$ cat src/rtl/wb_cmd_initiator_if.sv
// wb_cmd_initiator_if
//   Bundles the command/response port and the Wishbone pipelined bus of
//   wb_cmd_initiator. Signal names keep the _i/_o suffixes as seen from the
//   initiator, so the RTL reads the same as the block's port list.
//
//   modport master : the initiator's view (takes commands, drives the bus)
//   modport slave  : the environment's view (issues commands, answers the bus)
//
//   Command side : req_valid_i, req_ready_o, req_we_i, req_adr_i, req_sel_i,
//                  req_dat_i, rsp_valid_o, rsp_status_o, rsp_dat_o
//   Bus side     : wb_cyc_o, wb_stb_o, wb_we_o, wb_adr_o, wb_sel_o, wb_dat_o,
//                  wb_ack_i, wb_err_i, wb_rty_i, wb_stall_i, wb_dat_i
interface wb_cmd_initiator_if #(
    parameter int ADDR_WIDTH = 4
) ();
    // command / response
    logic                  req_valid_i;
    logic                  req_ready_o;
    logic                  req_we_i;
    logic [ADDR_WIDTH-1:0] req_adr_i;
    logic [3:0]            req_sel_i;
    logic [31:0]           req_dat_i;
    logic                  rsp_valid_o;
    logic [1:0]            rsp_status_o;
    logic [31:0]           rsp_dat_o;

    // Wishbone pipelined bus; address is the word address [ADDR_WIDTH+1:2]
    logic                  wb_cyc_o;
    logic                  wb_stb_o;
    logic                  wb_we_o;
    logic [ADDR_WIDTH+1:2] wb_adr_o;
    logic [3:0]            wb_sel_o;
    logic [31:0]           wb_dat_o;
    logic                  wb_ack_i;
    logic                  wb_err_i;
    logic                  wb_rty_i;
    logic                  wb_stall_i;
    logic [31:0]           wb_dat_i;

    modport master (
        input  req_valid_i, req_we_i, req_adr_i, req_sel_i, req_dat_i,
        output req_ready_o, rsp_valid_o, rsp_status_o, rsp_dat_o,
        output wb_cyc_o, wb_stb_o, wb_we_o, wb_adr_o, wb_sel_o, wb_dat_o,
        input  wb_ack_i, wb_err_i, wb_rty_i, wb_stall_i, wb_dat_i
    );

    modport slave (
        output req_valid_i, req_we_i, req_adr_i, req_sel_i, req_dat_i,
        input  req_ready_o, rsp_valid_o, rsp_status_o, rsp_dat_o,
        input  wb_cyc_o, wb_stb_o, wb_we_o, wb_adr_o, wb_sel_o, wb_dat_o,
        output wb_ack_i, wb_err_i, wb_rty_i, wb_stall_i, wb_dat_i
    );
endinterface

$ cat src/rtl/wb_cmd_initiator.sv
// wb_cmd_initiator
//   Wishbone pipelined initiator: each accepted single-word command becomes
//   one bus cycle; the result comes back as a one-cycle rsp_valid_o strobe.
//   One transaction outstanding at a time. Handles stall, err, rty (with
//   bounded re-issue through a one-cycle cyc-low gap) and ack.
//
//   Optional feature: define WB_CMD_INITIATOR_TIMEOUT_EN to abort an attempt
//   that sees no termination within TIMEOUT cycles (status 11). Without it
//   the initiator waits indefinitely.
//
//   Parameters: ADDR_WIDTH (word-address bits), TIMEOUT (>=1),
//               MAX_RETRY (re-issues allowed after rty)
//   Ports:
//     clk_i    rising-edge clock
//     rst_n_i  asynchronous active-low reset
//     bus      wb_cmd_initiator_if.master (command port + Wishbone bus)
//   Response status: 00 ok, 01 err, 10 retry exhausted, 11 timeout.
module wb_cmd_initiator #(
    parameter int ADDR_WIDTH = 4,
    parameter int TIMEOUT    = 255,
    parameter int MAX_RETRY  = 3
) (
    input  logic                clk_i,
    input  logic                rst_n_i,
    wb_cmd_initiator_if.master  bus
);
    localparam int RTY_W = (MAX_RETRY > 0) ? $clog2(MAX_RETRY + 1) : 1;

    localparam logic [1:0] ST_OK  = 2'b00;
    localparam logic [1:0] ST_ERR = 2'b01;
    localparam logic [1:0] ST_RTY = 2'b10;
    localparam logic [1:0] ST_TMO = 2'b11;

    if (TIMEOUT < 1) begin : g_bad_timeout
        $error("wb_cmd_initiator: TIMEOUT must be >= 1");
    end
    if (MAX_RETRY < 0) begin : g_bad_retry
        $error("wb_cmd_initiator: MAX_RETRY must be >= 0");
    end

    typedef enum logic [1:0] {
        IDLE = 2'd0,
        REQ  = 2'd1,
        WAIT = 2'd2,
        GAP  = 2'd3
    } state_t;

    state_t                state_q, state_d;

    // latched command, held on the bus until the next accept
    logic                  we_q;
    logic [ADDR_WIDTH-1:0] adr_q;
    logic [3:0]            sel_q;
    logic [31:0]           dat_q;

    logic                  rsp_valid_q;
    logic [1:0]            rsp_status_q;
    logic [31:0]           rsp_dat_q;
    logic [RTY_W-1:0]      rty_cnt_q;

    logic                  accept;
    logic                  sample;
    logic                  done;
    logic [1:0]            done_status;
    logic                  cap_dat;
    logic                  rty_inc;
    logic                  tmo_hit;

    assign accept = (state_q == IDLE) && bus.req_valid_i;

    // Terminations only count once the strobe has been taken: in REQ with
    // no stall, or anywhere in WAIT. A stalled strobe ignores them.
    assign sample = ((state_q == REQ) && !bus.wb_stall_i) || (state_q == WAIT);

`ifdef WB_CMD_INITIATOR_TIMEOUT_EN
    localparam int TMO_W = $clog2(TIMEOUT + 1);

    logic [TMO_W-1:0] tmo_cnt_q;

    // Held at zero in IDLE/GAP so every attempt starts from zero on REQ
    // entry; counts each cycle the bus is owned.
    always_ff @(posedge clk_i or negedge rst_n_i) begin
        if (!rst_n_i) begin
            tmo_cnt_q <= '0;
        end else if ((state_q == REQ) || (state_q == WAIT)) begin
            tmo_cnt_q <= tmo_cnt_q + 1'b1;
        end else begin
            tmo_cnt_q <= '0;
        end
    end

    assign tmo_hit = ((state_q == REQ) || (state_q == WAIT)) &&
                     (tmo_cnt_q == TMO_W'(TIMEOUT));
`else
    assign tmo_hit = 1'b0;
`endif

    // Next state and completion decode. Priority: err > rty > ack > timeout,
    // so a termination in the timeout cycle still wins.
    always_comb begin
        state_d     = state_q;
        done        = 1'b0;
        done_status = ST_OK;
        cap_dat     = 1'b0;
        rty_inc     = 1'b0;
        case (state_q)
            IDLE: begin
                if (bus.req_valid_i) state_d = REQ;
            end
            REQ, WAIT: begin
                if (sample && bus.wb_err_i) begin
                    done        = 1'b1;
                    done_status = ST_ERR;
                end else if (sample && bus.wb_rty_i) begin
                    if (rty_cnt_q < RTY_W'(MAX_RETRY)) begin
                        rty_inc = 1'b1;
                        state_d = GAP;
                    end else begin
                        done        = 1'b1;
                        done_status = ST_RTY;
                    end
                end else if (sample && bus.wb_ack_i) begin
                    done    = 1'b1;
                    cap_dat = !we_q;
                end else if (tmo_hit) begin
                    done        = 1'b1;
                    done_status = ST_TMO;
                end else if (sample) begin
                    // strobe taken in REQ -> WAIT; WAIT keeps waiting
                    state_d = WAIT;
                end
                if (done) state_d = IDLE;
            end
            GAP: begin
                state_d = REQ;
            end
            default: begin
                state_d = IDLE;
            end
        endcase
    end

    always_ff @(posedge clk_i or negedge rst_n_i) begin
        if (!rst_n_i) begin
            state_q      <= IDLE;
            we_q         <= 1'b0;
            adr_q        <= '0;
            sel_q        <= '0;
            dat_q        <= '0;
            rsp_valid_q  <= 1'b0;
            rsp_status_q <= ST_OK;
            rsp_dat_q    <= '0;
            rty_cnt_q    <= '0;
        end else begin
            state_q     <= state_d;
            rsp_valid_q <= done;
            if (accept) begin
                we_q      <= bus.req_we_i;
                adr_q     <= bus.req_adr_i;
                sel_q     <= bus.req_sel_i;
                dat_q     <= bus.req_dat_i;
                rty_cnt_q <= '0;
            end else begin
                if (done)    we_q      <= 1'b0;
                if (rty_inc) rty_cnt_q <= rty_cnt_q + 1'b1;
            end
            if (done)    rsp_status_q <= done_status;
            if (cap_dat) rsp_dat_q    <= bus.wb_dat_i;
        end
    end

    // Ready is gated by reset so every output reads 0 while reset is held;
    // it rises in the same cycle as rsp_valid_o, allowing back-to-back use.
    assign bus.req_ready_o  = rst_n_i && (state_q == IDLE);
    assign bus.rsp_valid_o  = rsp_valid_q;
    assign bus.rsp_status_o = rsp_status_q;
    assign bus.rsp_dat_o    = rsp_dat_q;

    // cyc/stb decode straight from the state so reset drops them at once.
    assign bus.wb_cyc_o = (state_q == REQ) || (state_q == WAIT);
    assign bus.wb_stb_o = (state_q == REQ);
    assign bus.wb_we_o  = we_q;
    assign bus.wb_adr_o = adr_q;
    assign bus.wb_sel_o = sel_q;
    assign bus.wb_dat_o = dat_q;
endmodule

$ cat src/flat_wrapper.sv
// flat-port wrapper written by rule: the top's interface ports become plain ports
module wb_cmd_initiator_flat 
#(
    parameter int ADDR_WIDTH = 4,
    parameter int TIMEOUT    = 255,
    parameter int MAX_RETRY  = 3
)
  (clk_i, rst_n_i, bus_req_valid_i, bus_req_we_i, bus_req_adr_i, bus_req_sel_i, bus_req_dat_i, bus_req_ready_o, bus_rsp_valid_o, bus_rsp_status_o, bus_rsp_dat_o, bus_wb_cyc_o, bus_wb_stb_o, bus_wb_we_o, bus_wb_adr_o, bus_wb_sel_o, bus_wb_dat_o, bus_wb_ack_i, bus_wb_err_i, bus_wb_rty_i, bus_wb_stall_i, bus_wb_dat_i);
  wb_cmd_initiator_if #(.ADDR_WIDTH(ADDR_WIDTH)) bus_i ();
  input  logic clk_i;
  input  logic rst_n_i;
  input wire logic [$bits(bus_i.req_valid_i)-1:0] bus_req_valid_i;
  input wire logic [$bits(bus_i.req_we_i)-1:0] bus_req_we_i;
  input wire logic [$bits(bus_i.req_adr_i)-1:0] bus_req_adr_i;
  input wire logic [$bits(bus_i.req_sel_i)-1:0] bus_req_sel_i;
  input wire logic [$bits(bus_i.req_dat_i)-1:0] bus_req_dat_i;
  output wire logic [$bits(bus_i.req_ready_o)-1:0] bus_req_ready_o;
  output wire logic [$bits(bus_i.rsp_valid_o)-1:0] bus_rsp_valid_o;
  output wire logic [$bits(bus_i.rsp_status_o)-1:0] bus_rsp_status_o;
  output wire logic [$bits(bus_i.rsp_dat_o)-1:0] bus_rsp_dat_o;
  output wire logic [$bits(bus_i.wb_cyc_o)-1:0] bus_wb_cyc_o;
  output wire logic [$bits(bus_i.wb_stb_o)-1:0] bus_wb_stb_o;
  output wire logic [$bits(bus_i.wb_we_o)-1:0] bus_wb_we_o;
  output wire logic [$bits(bus_i.wb_adr_o)-1:0] bus_wb_adr_o;
  output wire logic [$bits(bus_i.wb_sel_o)-1:0] bus_wb_sel_o;
  output wire logic [$bits(bus_i.wb_dat_o)-1:0] bus_wb_dat_o;
  input wire logic [$bits(bus_i.wb_ack_i)-1:0] bus_wb_ack_i;
  input wire logic [$bits(bus_i.wb_err_i)-1:0] bus_wb_err_i;
  input wire logic [$bits(bus_i.wb_rty_i)-1:0] bus_wb_rty_i;
  input wire logic [$bits(bus_i.wb_stall_i)-1:0] bus_wb_stall_i;
  input wire logic [$bits(bus_i.wb_dat_i)-1:0] bus_wb_dat_i;
  assign bus_i.req_valid_i = bus_req_valid_i;
  assign bus_i.req_we_i = bus_req_we_i;
  assign bus_i.req_adr_i = bus_req_adr_i;
  assign bus_i.req_sel_i = bus_req_sel_i;
  assign bus_i.req_dat_i = bus_req_dat_i;
  assign bus_req_ready_o = bus_i.req_ready_o;
  assign bus_rsp_valid_o = bus_i.rsp_valid_o;
  assign bus_rsp_status_o = bus_i.rsp_status_o;
  assign bus_rsp_dat_o = bus_i.rsp_dat_o;
  assign bus_wb_cyc_o = bus_i.wb_cyc_o;
  assign bus_wb_stb_o = bus_i.wb_stb_o;
  assign bus_wb_we_o = bus_i.wb_we_o;
  assign bus_wb_adr_o = bus_i.wb_adr_o;
  assign bus_wb_sel_o = bus_i.wb_sel_o;
  assign bus_wb_dat_o = bus_i.wb_dat_o;
  assign bus_i.wb_ack_i = bus_wb_ack_i;
  assign bus_i.wb_err_i = bus_wb_err_i;
  assign bus_i.wb_rty_i = bus_wb_rty_i;
  assign bus_i.wb_stall_i = bus_wb_stall_i;
  assign bus_i.wb_dat_i = bus_wb_dat_i;
  wb_cmd_initiator #(.ADDR_WIDTH(ADDR_WIDTH), .TIMEOUT(TIMEOUT), .MAX_RETRY(MAX_RETRY)) u_core (.clk_i(clk_i), .rst_n_i(rst_n_i), .bus(bus_i));
endmodule
$ cat config.mk
export PLATFORM = sky130hd
export DESIGN_NAME = wb_cmd_initiator_flat
export DESIGN_NICKNAME = d
export VERILOG_FILES = /design/src/rtl/wb_cmd_initiator_if.sv /design/src/rtl/wb_cmd_initiator.sv /design/src/flat_wrapper.sv
export SDC_FILE = /design/constraint.sdc
export NUM_CORES = 1
export LEC_CHECK = 0
export CAP_MARGIN = 5
export CORE_ASPECT_RATIO = 0.8
export CORE_UTILIZATION = 33
export CTS_BUF_LIST = sky130_fd_sc_hd__clkbuf_4
export DETAILED_ROUTE_END_ITERATION = 10
export PLACE_DENSITY = 0.68
export SLEW_MARGIN = 20
export SYNTH_ARGS = -nofsm -noshare
export SYNTH_HDL_FRONTEND = slang
export SYNTH_SLANG_ARGS = --single-unit
$ cat constraint.sdc
create_clock -name clk_i -period 2.2 [get_ports clk_i]
set_input_delay 0.44 -clock clk_i [delete_from_list [all_inputs] [get_ports clk_i]]
set_output_delay 0.44 -clock clk_i [all_outputs]
set_load 0.005 [all_outputs]
# Word level (Yosys, flattened, before mapping)
# Index checks and enable logic that the tools add are counted.
[totals] inputBits=80 out_inout_bits=79 reg_bits=80
[op_classes] n_reduce_logical=15 n_eq_ne=8 mux=30 n_lt_le_gt_ge=1 addsub=1
[ops] cell="2-bit two-way mux" count=13
[ops] cell="1-bit two-way mux" count=16
[ops] cell="1-bit logical AND" count=6
[ops] cell="2-bit one-hot mux with 3 select lines" count=1
[ops] cell="5-bit AND reduction" count=1
[ops] cell="2-bit == test, second input constant" count=2
[ops] cell="4-bit by 1-bit != test with 1-bit output, second input constant" count=1
[ops] cell="4-bit by 3-bit != test with 1-bit output, second input constant" count=1
[ops] cell="4-bit != test, second input constant" count=1
[ops] cell="2-bit nonzero test" count=2
[ops] cell="3-bit != test, second input constant" count=1
[ops] cell="2-bit by 1-bit adder with 2-bit output, second input constant" count=1
[ops] cell="2-bit by 1-bit == test with 1-bit output, second input constant" count=1
[ops] cell="1-bit zero test" count=2
[ops] cell="2-bit zero test" count=1
[ops] cell="1-bit logical OR" count=2
[ops] cell="2-bit < comparator, second input constant" count=1
[ops] cell="2-bit != test, second input constant" count=1
[ops] cell="2-bit OR reduction" count=1

# Logic depth before layout (Yosys ltp)
# Gate-level depths: netlist of the first run.
[logic_depth] depth_word=11 mapped_depth=6

# Worst setup path before layout of the first run
# Ideal clock, no wire load.
[synth_timing] path_type="flip-flop to flip-flop" startpoint="reg u_core.state_q[0]" endpoint="reg u_core.rsp_dat_q[0], in the netlist u_core.bus.rsp_dat_o[0]" period_less_slack_ns=1.720 path_stages_with_launch=7 t_arrival_ns=1.595 slack_ns=0.480 setup_time_ns=0.125 path_cell_list="dfrtp_1 inv_1 ha_1 and2b_1 o211ai_4 buf_6 mux2_4"
[synth_between] elab_chain_len=8 elab_cells_between_ends=12 classes_between="eq/ne (2); mux (4); reduce/logical (6)"
[synth_rtl] element="from (decl)" line="wb_cmd_initiator.sv:48" text="state_t state_q, state_d;"
[synth_rtl] element="from (signal assigned)" line="wb_cmd_initiator.sv:155" text="state_q <= state_d;"
[synth_rtl] element="2-bit by 1-bit == test with 1-bit output" line="wb_cmd_initiator.sv:73, wb_cmd_initiator.sv:106"
[synth_rtl] element="1-bit logical AND" line="wb_cmd_initiator.sv:73" text="assign sample = ((state_q == REQ) && !bus.wb_stall_i) || (state_q == WAIT);"
[synth_rtl] element="1-bit logical OR" line="wb_cmd_initiator.sv:73"
[synth_rtl] element="1-bit logical AND" line="wb_cmd_initiator.sv:122" text="end else if (sample && bus.wb_ack_i) begin"
[synth_rtl] element="1-bit two-way mux" line="wb_cmd_initiator.sv:122"
[synth_rtl] element="1-bit two-way mux" line="wb_cmd_initiator.sv:114" text="end else if (sample && bus.wb_rty_i) begin"
[synth_rtl] element="1-bit two-way mux" line="wb_cmd_initiator.sv:111" text="if (sample && bus.wb_err_i) begin"
[synth_rtl] element="1-bit two-way mux (*)" line="wb_cmd_initiator.sv:106" text="case (state_q)"
[synth_rtl] element="to (signal assigned)" line="wb_cmd_initiator.sv:168" text="if (cap_dat) rsp_dat_q <= bus.wb_dat_i;"
[synth_rtl] element="to (decl)" line="wb_cmd_initiator.sv:58" text="logic [31:0] rsp_dat_q;"
# Every way passes the cells marked *; elsewhere a longest branch is shown, timed or not.
# A chain may end at the register's enable or synchronous reset.

# Worst setup path after layout of the first run
[layout_timing] startpoint="reg u_core.state_q[1]" endpoint="out bus_wb_cyc_o"
[layout_between] elab_chain_len=2 elab_cells_between_ends=3 classes_between="eq/ne (2); reduce/logical (1)"
[layout_rtl] element="2-bit by 1-bit == test with 1-bit output or 2-bit == test (tied branches)" line="wb_cmd_initiator.sv:180" text="assign bus.wb_cyc_o = (state_q == REQ) || (state_q == WAIT);"
[layout_rtl] element="1-bit logical OR (*)" line="wb_cmd_initiator.sv:180"
[layout_rtl] element="to (decl)" line="flat_wrapper.sv:21" text="output wire logic [$bits(bus_i.wb_cyc_o)-1:0] bus_wb_cyc_o;"
# Marks and branches as above.

==> reports/qor.txt, run 1 <==
HP Class - primary input to asynchronous set/reset pin
Number of global-route vias before repair - 2336
Gate power share - 0.459
Worst-margin pin slew - 0.640 ns
Final ANT Viol Nets - 0
Ports - 159
Final hold violations - 0
Top-area cell type share of the netlist area - 0.610
Setup TNS - 0 ns
Complex-gate fraction of the synthesized area - 0.0336
Num CTS Buffers - 9
Worst EP required - 1.76 ns
Pint - 4.75 mW
Distinct cell type count of the synthesized netlist - 27
Most frequent cells in the layout - clkdlybuf4s50_1 (156), dfrtp_1 (80), mux2_2 (43)
Tmin final - 2.08 ns
CTS max path bufs - 2
Skew final - 0.00918 ns
Antenna Cells - 0
CTS tree - done
Global-route wire length before repair - 12.2 mm
Pwr dens - 1220 nW/um2
Reg clk slew, reported paths - 0.12 ns
Syn Std Cell Area - 3280 um2
Sequential power share - 0.395
Leakage Power - 2.34 nW
Critical Path Source Type - flop
Crit path max fanout - 6
Multi-input logic area - 1220 um2
Setup-failing EPs final - 0
CP Class - flop to primary output
Core Area - 9650 um2
Clock share of power - 0.146
Most frequent standard cell in the layout excluding fill and tap cells - clkdlybuf4s50_1
Gp weighted congestion - 0.692
Max Cap Viol - 0
Nets - 452
Initial cell density of the core - 0.340
Clock latency on the worst-skew pair - 0.41 ns
# fillers - 835
Root Buffer - clkbuf_4
Pins Over Slew Limit - 0
Final period utilization - 0.944
Post-Syn Nets - 282
Finished Layout Cells - 508
Post-Route WL - 7.53 mm
Pre-antenna DRT Iters - 4
# placed instances - 491
Via-to-Cell Ratio - 4.45
Switch Pwr - 1.66 mW
Die area - 10300 um2
Area leader, netlist - dfrtp_1
Top cells by area, synth - dfrtp_1 (61%), mux2_2 (15%), mux2_4 (14%)
Sink Count - 80
Number of port buffers - 158
Post-DP HPWL - 5.49 mm
Sequential area share after synthesis - 0.610
RSZ-0062 raised after global routing - false
Synth warn - 0
Largest family of logic cells by synthesized area - multiplexers
FF+latch area - 2000 um2
Status - finished, final reports clean
VDD IR max - 0.656 mV
Mean post-synth cell area - 16.6 um2
Grt ovf - 0
DR iter-0 viols - 66
H-Tree Depth - 3
Simple-gate share of the synthesized area - 0.0263
Gr usage total - 0.154
Synth Register Bits - 80
Area Overhead vs Synth - 59.7%
Switch share - 0.260
Setup WS pre-CTS - 0.181 ns
Initial antenna violation count - 0
Worst slew margin - 0.573
Crit path DAT - 1.64 ns
Worst setup EP type - primary output
Number of cell rows - 32
Tot Pwr - 6.41 mW
Share of layout cells above drive strength 1 - 0.280
PnR worst setup slack - 0.124 ns
Synth Area in Adders - 0.0153
Mux share of post-synthesis cell area - 0.291
Die X - 113 um
Vias after detailed routing - 2263
Largest net degree at the start of global routing - 50
Die Span Y - 91.2 um
Post-CTS Hold Fix Bufs - 0
Max Clock Freq - 482 MHz
Routed len/inst - 14.8 um
Drt drc - 0
Post-Synth XOR/XNOR Area - 0
Gate Count Post-Synth - 198
-- cell type report --
type                    instances  area share
flip-flops and latches         80       0.382
repair buffers                166       0.321
multi-input cells             105       0.232
well taps                     136      0.0325
clock buffers                  10      0.0143
clock inverters                 5      0.0139
inverters                       6     0.00430
-- sequential cells by signal, indices dropped and copies added (netlist names) --
name	cells
u_core.bus.rsp_dat_o	32
u_core.bus.wb_dat_o	32
u_core.bus.wb_adr_o	4
u_core.bus.wb_sel_o	4
u_core.bus.rsp_status_o	2
u_core.rty_cnt_q	2
u_core.state_q	2
u_core.bus.rsp_valid_o	1
u_core.bus.wb_we_o	1
-- power groups by stage --
stage / combinational (mW) / sequential [mW] / clock (mW)
3_5_place_dp: 2.93 / 2.56 / 0
2_1_floorplan: 1.08 / 2.59 / 0
4_1_cts: 2.97 / 2.54 / 0.982
3_3_place_gp: 2.89 / 2.54 / 0
5_1_grt: 3.16 / 2.63 / 1.04
6_report: 2.94 / 2.53 / 0.935
-- Yosys cell counts --
cell type   n
o2111a_1    1
ha_1        4
nor2b_2     1
mux2_2     43
nand2_1     5
and3_1      1
a31oi_1     1
and3_2      1
and2_1      1
mux2_4     30
buf_2       4
o211ai_1    1
o21ai_0     2
o32a_1      1
nor2b_1     1
nand2b_1    2
o211ai_4    1
o2bb2ai_1   2
and2b_1     1
buf_6       3
inv_1       6
o32ai_1     1
mux2i_1     2
dfrtp_1    80
a31o_2      1
nor3b_2     1
o221ai_1    1
-- metrics by stage --
stage | instance area (um2) | hold WS, ns | utilization
finish | 5240 | 0.0519 | 0.543
floorplan | 3280 | 0.144 | -
detailed placement | 5060 | 0.483 | 0.524
CTS | 5220 | 0.0418 | 0.541
global placement | 5060 | 0.485 | 0.524
global route | 5240 | 0.0385 | 0.543
-- critical path, stage by stage, from the launching register on --
cell	delay (ns)
dfrtp_1	0.38
inv_2	0.06
ha_4	0.29
clkdlybuf4s50_1	0.50
-- cells by family (layout without fill, tap and decap cells) --
kind of cell             count (synthesis)  after routing
multiplexers                            75             75
flip-flops                              80             80
adder cells (fa/ha/maj)                  4              4
AO/OA/AOI/OAI                           12             12
AND/OR/NAND/NOR                         14             14
buffers and inverters                   13            187
-- what timing repair did --
item,4_1_cts,5_1_grt
setup buffers,0,2
endpoints found under the setup margin,2,1
resized for setup,4,1
-- final timing paths --
kind / from / endpoint / slack [ns] / cells past startpoint
max: u_core.state_q[1] / bus_wb_cyc_o / 0.12 / 3
min: rst_n_i / u_core.bus.rsp_dat_o[17] / 0.05 / 2
max reg2reg: u_core.state_q[0] / u_core.bus.rsp_dat_o[16] / 0.33 / 6
min reg2reg: u_core.bus.rsp_status_o[1] / u_core.bus.rsp_status_o[1] / 0.51 / 1
max in group asynchronous: rst_n_i / u_core.bus.wb_dat_o[20] / 1.61 / 2
min in group clk_i: u_core.bus.rsp_status_o[1] / u_core.bus.rsp_status_o[1] / 0.51 / 1
-- layer usage --
metal | wire [um] | part of all wire | GRT usage | vias up
met1 | 3510 | 0.47 | 0.202 | 1118
met5 | 0 | 0 | 0 | -
met3 | 598 | 0.079 | 0.0641 | 7
li1 | - | - | - | 1036
met4 | 70 | 0.0093 | 0.0395 | 0
met2 | 3350 | 0.44 | 0.235 | 102
No activity file was read; power rests on OpenSTA's default activity.
==> run 2, diff against run 1 <==
RECOVER_POWER = 100   (was default)
==> run 2 against run 1 <==
Net effect:
- the run now ends with max-capacitance violations, max-slew violations left
- largest cell class unchanged
- combinational power is 16% lower
- first-iteration DRC count is 56% higher
- worst hold slack better by 0.42 ns
- sequential share of layout area is 1.0 points higher
- flip-flop and latch count stayed put
- highest routed layer unchanged
- die area stayed put
- non-clock buffer count stayed put
==> reports/qor.txt, run 2 (synthesis gave the netlist of run 1 again) <==
Pwr dens - 1160 nW/um2
Initial cell density of the core - 0.340
Number of port buffers - 158
Max Cap Viol - 1
Worst slew margin - -0.0874
Reg clk slew, reported paths - 0.11 ns
Root Buffer - clkbuf_4
VDD IR max - 0.622 mV
Gr usage total - 0.154
Area Overhead vs Synth - 55.5%
Ports - 159
Critical Path Source Type - flop
Multi-input logic area - 1100 um2
Worst EP required - 2.50 ns
Routed len/inst - 14.7 um
Worst-margin pin slew - 1.63 ns
Largest net degree at the start of global routing - 50
DR iter-0 viols - 103
Nets - 452
CP Class - flop to flop
Via-to-Cell Ratio - 4.44
Number of cell rows - 32
Status - complete, but fails checks
Tmin final - 2.10 ns
HP Class - primary input to asynchronous set/reset pin
Die X - 113 um
Post-DP HPWL - 5.49 mm
Antenna Cells - 0
Number of global-route vias before repair - 2336
Pins Over Slew Limit - 32
Die Span Y - 91.2 um
Die area - 10300 um2
Pre-antenna DRT Iters - 4
# fillers - 875
Skew final - 0.0108 ns
CTS max path bufs - 2
Crit path DAT - 2.39 ns
Setup-failing EPs final - 0
Grt ovf - 0
Max Clock Freq - 477 MHz
Num CTS Buffers - 9
Core Area - 9650 um2
Clock latency on the worst-skew pair - 0.41 ns
Crit path max fanout - 6
Gp weighted congestion - 0.692
Final period utilization - 0.954
FF+latch area - 2000 um2
Most frequent cells in the layout - clkdlybuf4s50_1 (80), dfrtp_1 (80), dlygate4sd3_1 (76)
RSZ-0062 raised after global routing - false
Final hold violations - 0
Final core utilization - 0.529
Final ANT Viol Nets - 0
Leakage Power - 2.26 nW
Share of layout cells above drive strength 1 - 0.199
Global-route wire length before repair - 12.2 mm
Worst setup EP type - flop
H-Tree Depth - 3
Vias after detailed routing - 2258
CTS tree - done
Drt drc - 0
Post-Route WL - 7.46 mm
Sink Count - 80
Failing checks - max-capacitance violations, max-slew violations
Initial antenna violation count - 0
Setup TNS - 0 ns
run 2: timing repair:
| action | 4_1_cts | 5_1_grt |
|---|---|---|
| hold endpoints to repair | 0 | 0 |
| setup endpoints to repair | 2 | 1 |
| gates resized for setup | 4 | 1 |
| setup buffers | 0 | 2 |
| hold buffers | 0 | 0 |
| cloned | 0 | 0 |
run 2: path summary, 6_finish.rpt:
kind	from	endpoint	slack (ns)	cells after the start
max	u_core.state_q[0]	u_core.bus.rsp_dat_o[11]	0.10	6
min	rst_n_i	u_core.rty_cnt_q[0]	0.47	2
max reg2reg	u_core.state_q[0]	u_core.bus.rsp_dat_o[11]	0.10	6
min reg2reg	u_core.bus.rsp_dat_o[5]	u_core.bus.rsp_dat_o[5]	0.50	1
max in group asynchronous	rst_n_i	u_core.bus.rsp_dat_o[20]	0.65	2
min in group clk_i	u_core.bus.rsp_dat_o[5]	u_core.bus.rsp_dat_o[5]	0.50	1
run 2: cell type report:
class	count	area share
tap	136	0.0334
sequential	80	0.393
multi-input combinational	105	0.216
inverter	6	0.00442
timing repair buffer	166	0.324
clock inverter	5	0.0142
clock buffer	10	0.0147
run 2: layer usage:
metal / vias up / track usage / wire length (um)
li1: 1044 / - / -
met1: 1107 / 0.202 / 3510
met2: 100 / 0.235 / 3260
met3: 7 / 0.0641 / 608
met4: 0 / 0.0395 / 70
met5: - / 0 / 0
run 2: power breakdown:
part	internal, mW	switching, mW
sequential	2.16	0.331
combinational	1.68	0.802
clock	0.460	0.477
run 2: worst max-delay path, cell delays in order, from the launching register on:
cell      delay [ns]
dfrtp_1         0.40
buf_4           0.14
ha_1            0.22
nor2b_1         0.19
o211ai_1        0.47
buf_4           0.25
mux2_1          0.32
run 2: through the flow:
step	instance area, um2	setup slack, ns	hold slack [ns]	instances	total power [mW]
detailed placement	5060	0.181	0.483	491	5.49
global route	5100	0.0216	0.515	508	6.33
finish	5100	0.102	0.471	508	5.91
CTS	5220	0.00845	0.0418	506	6.50
global placement	5060	0.219	0.485	491	5.43
floorplan	3280	0.480	0.144	198	3.67
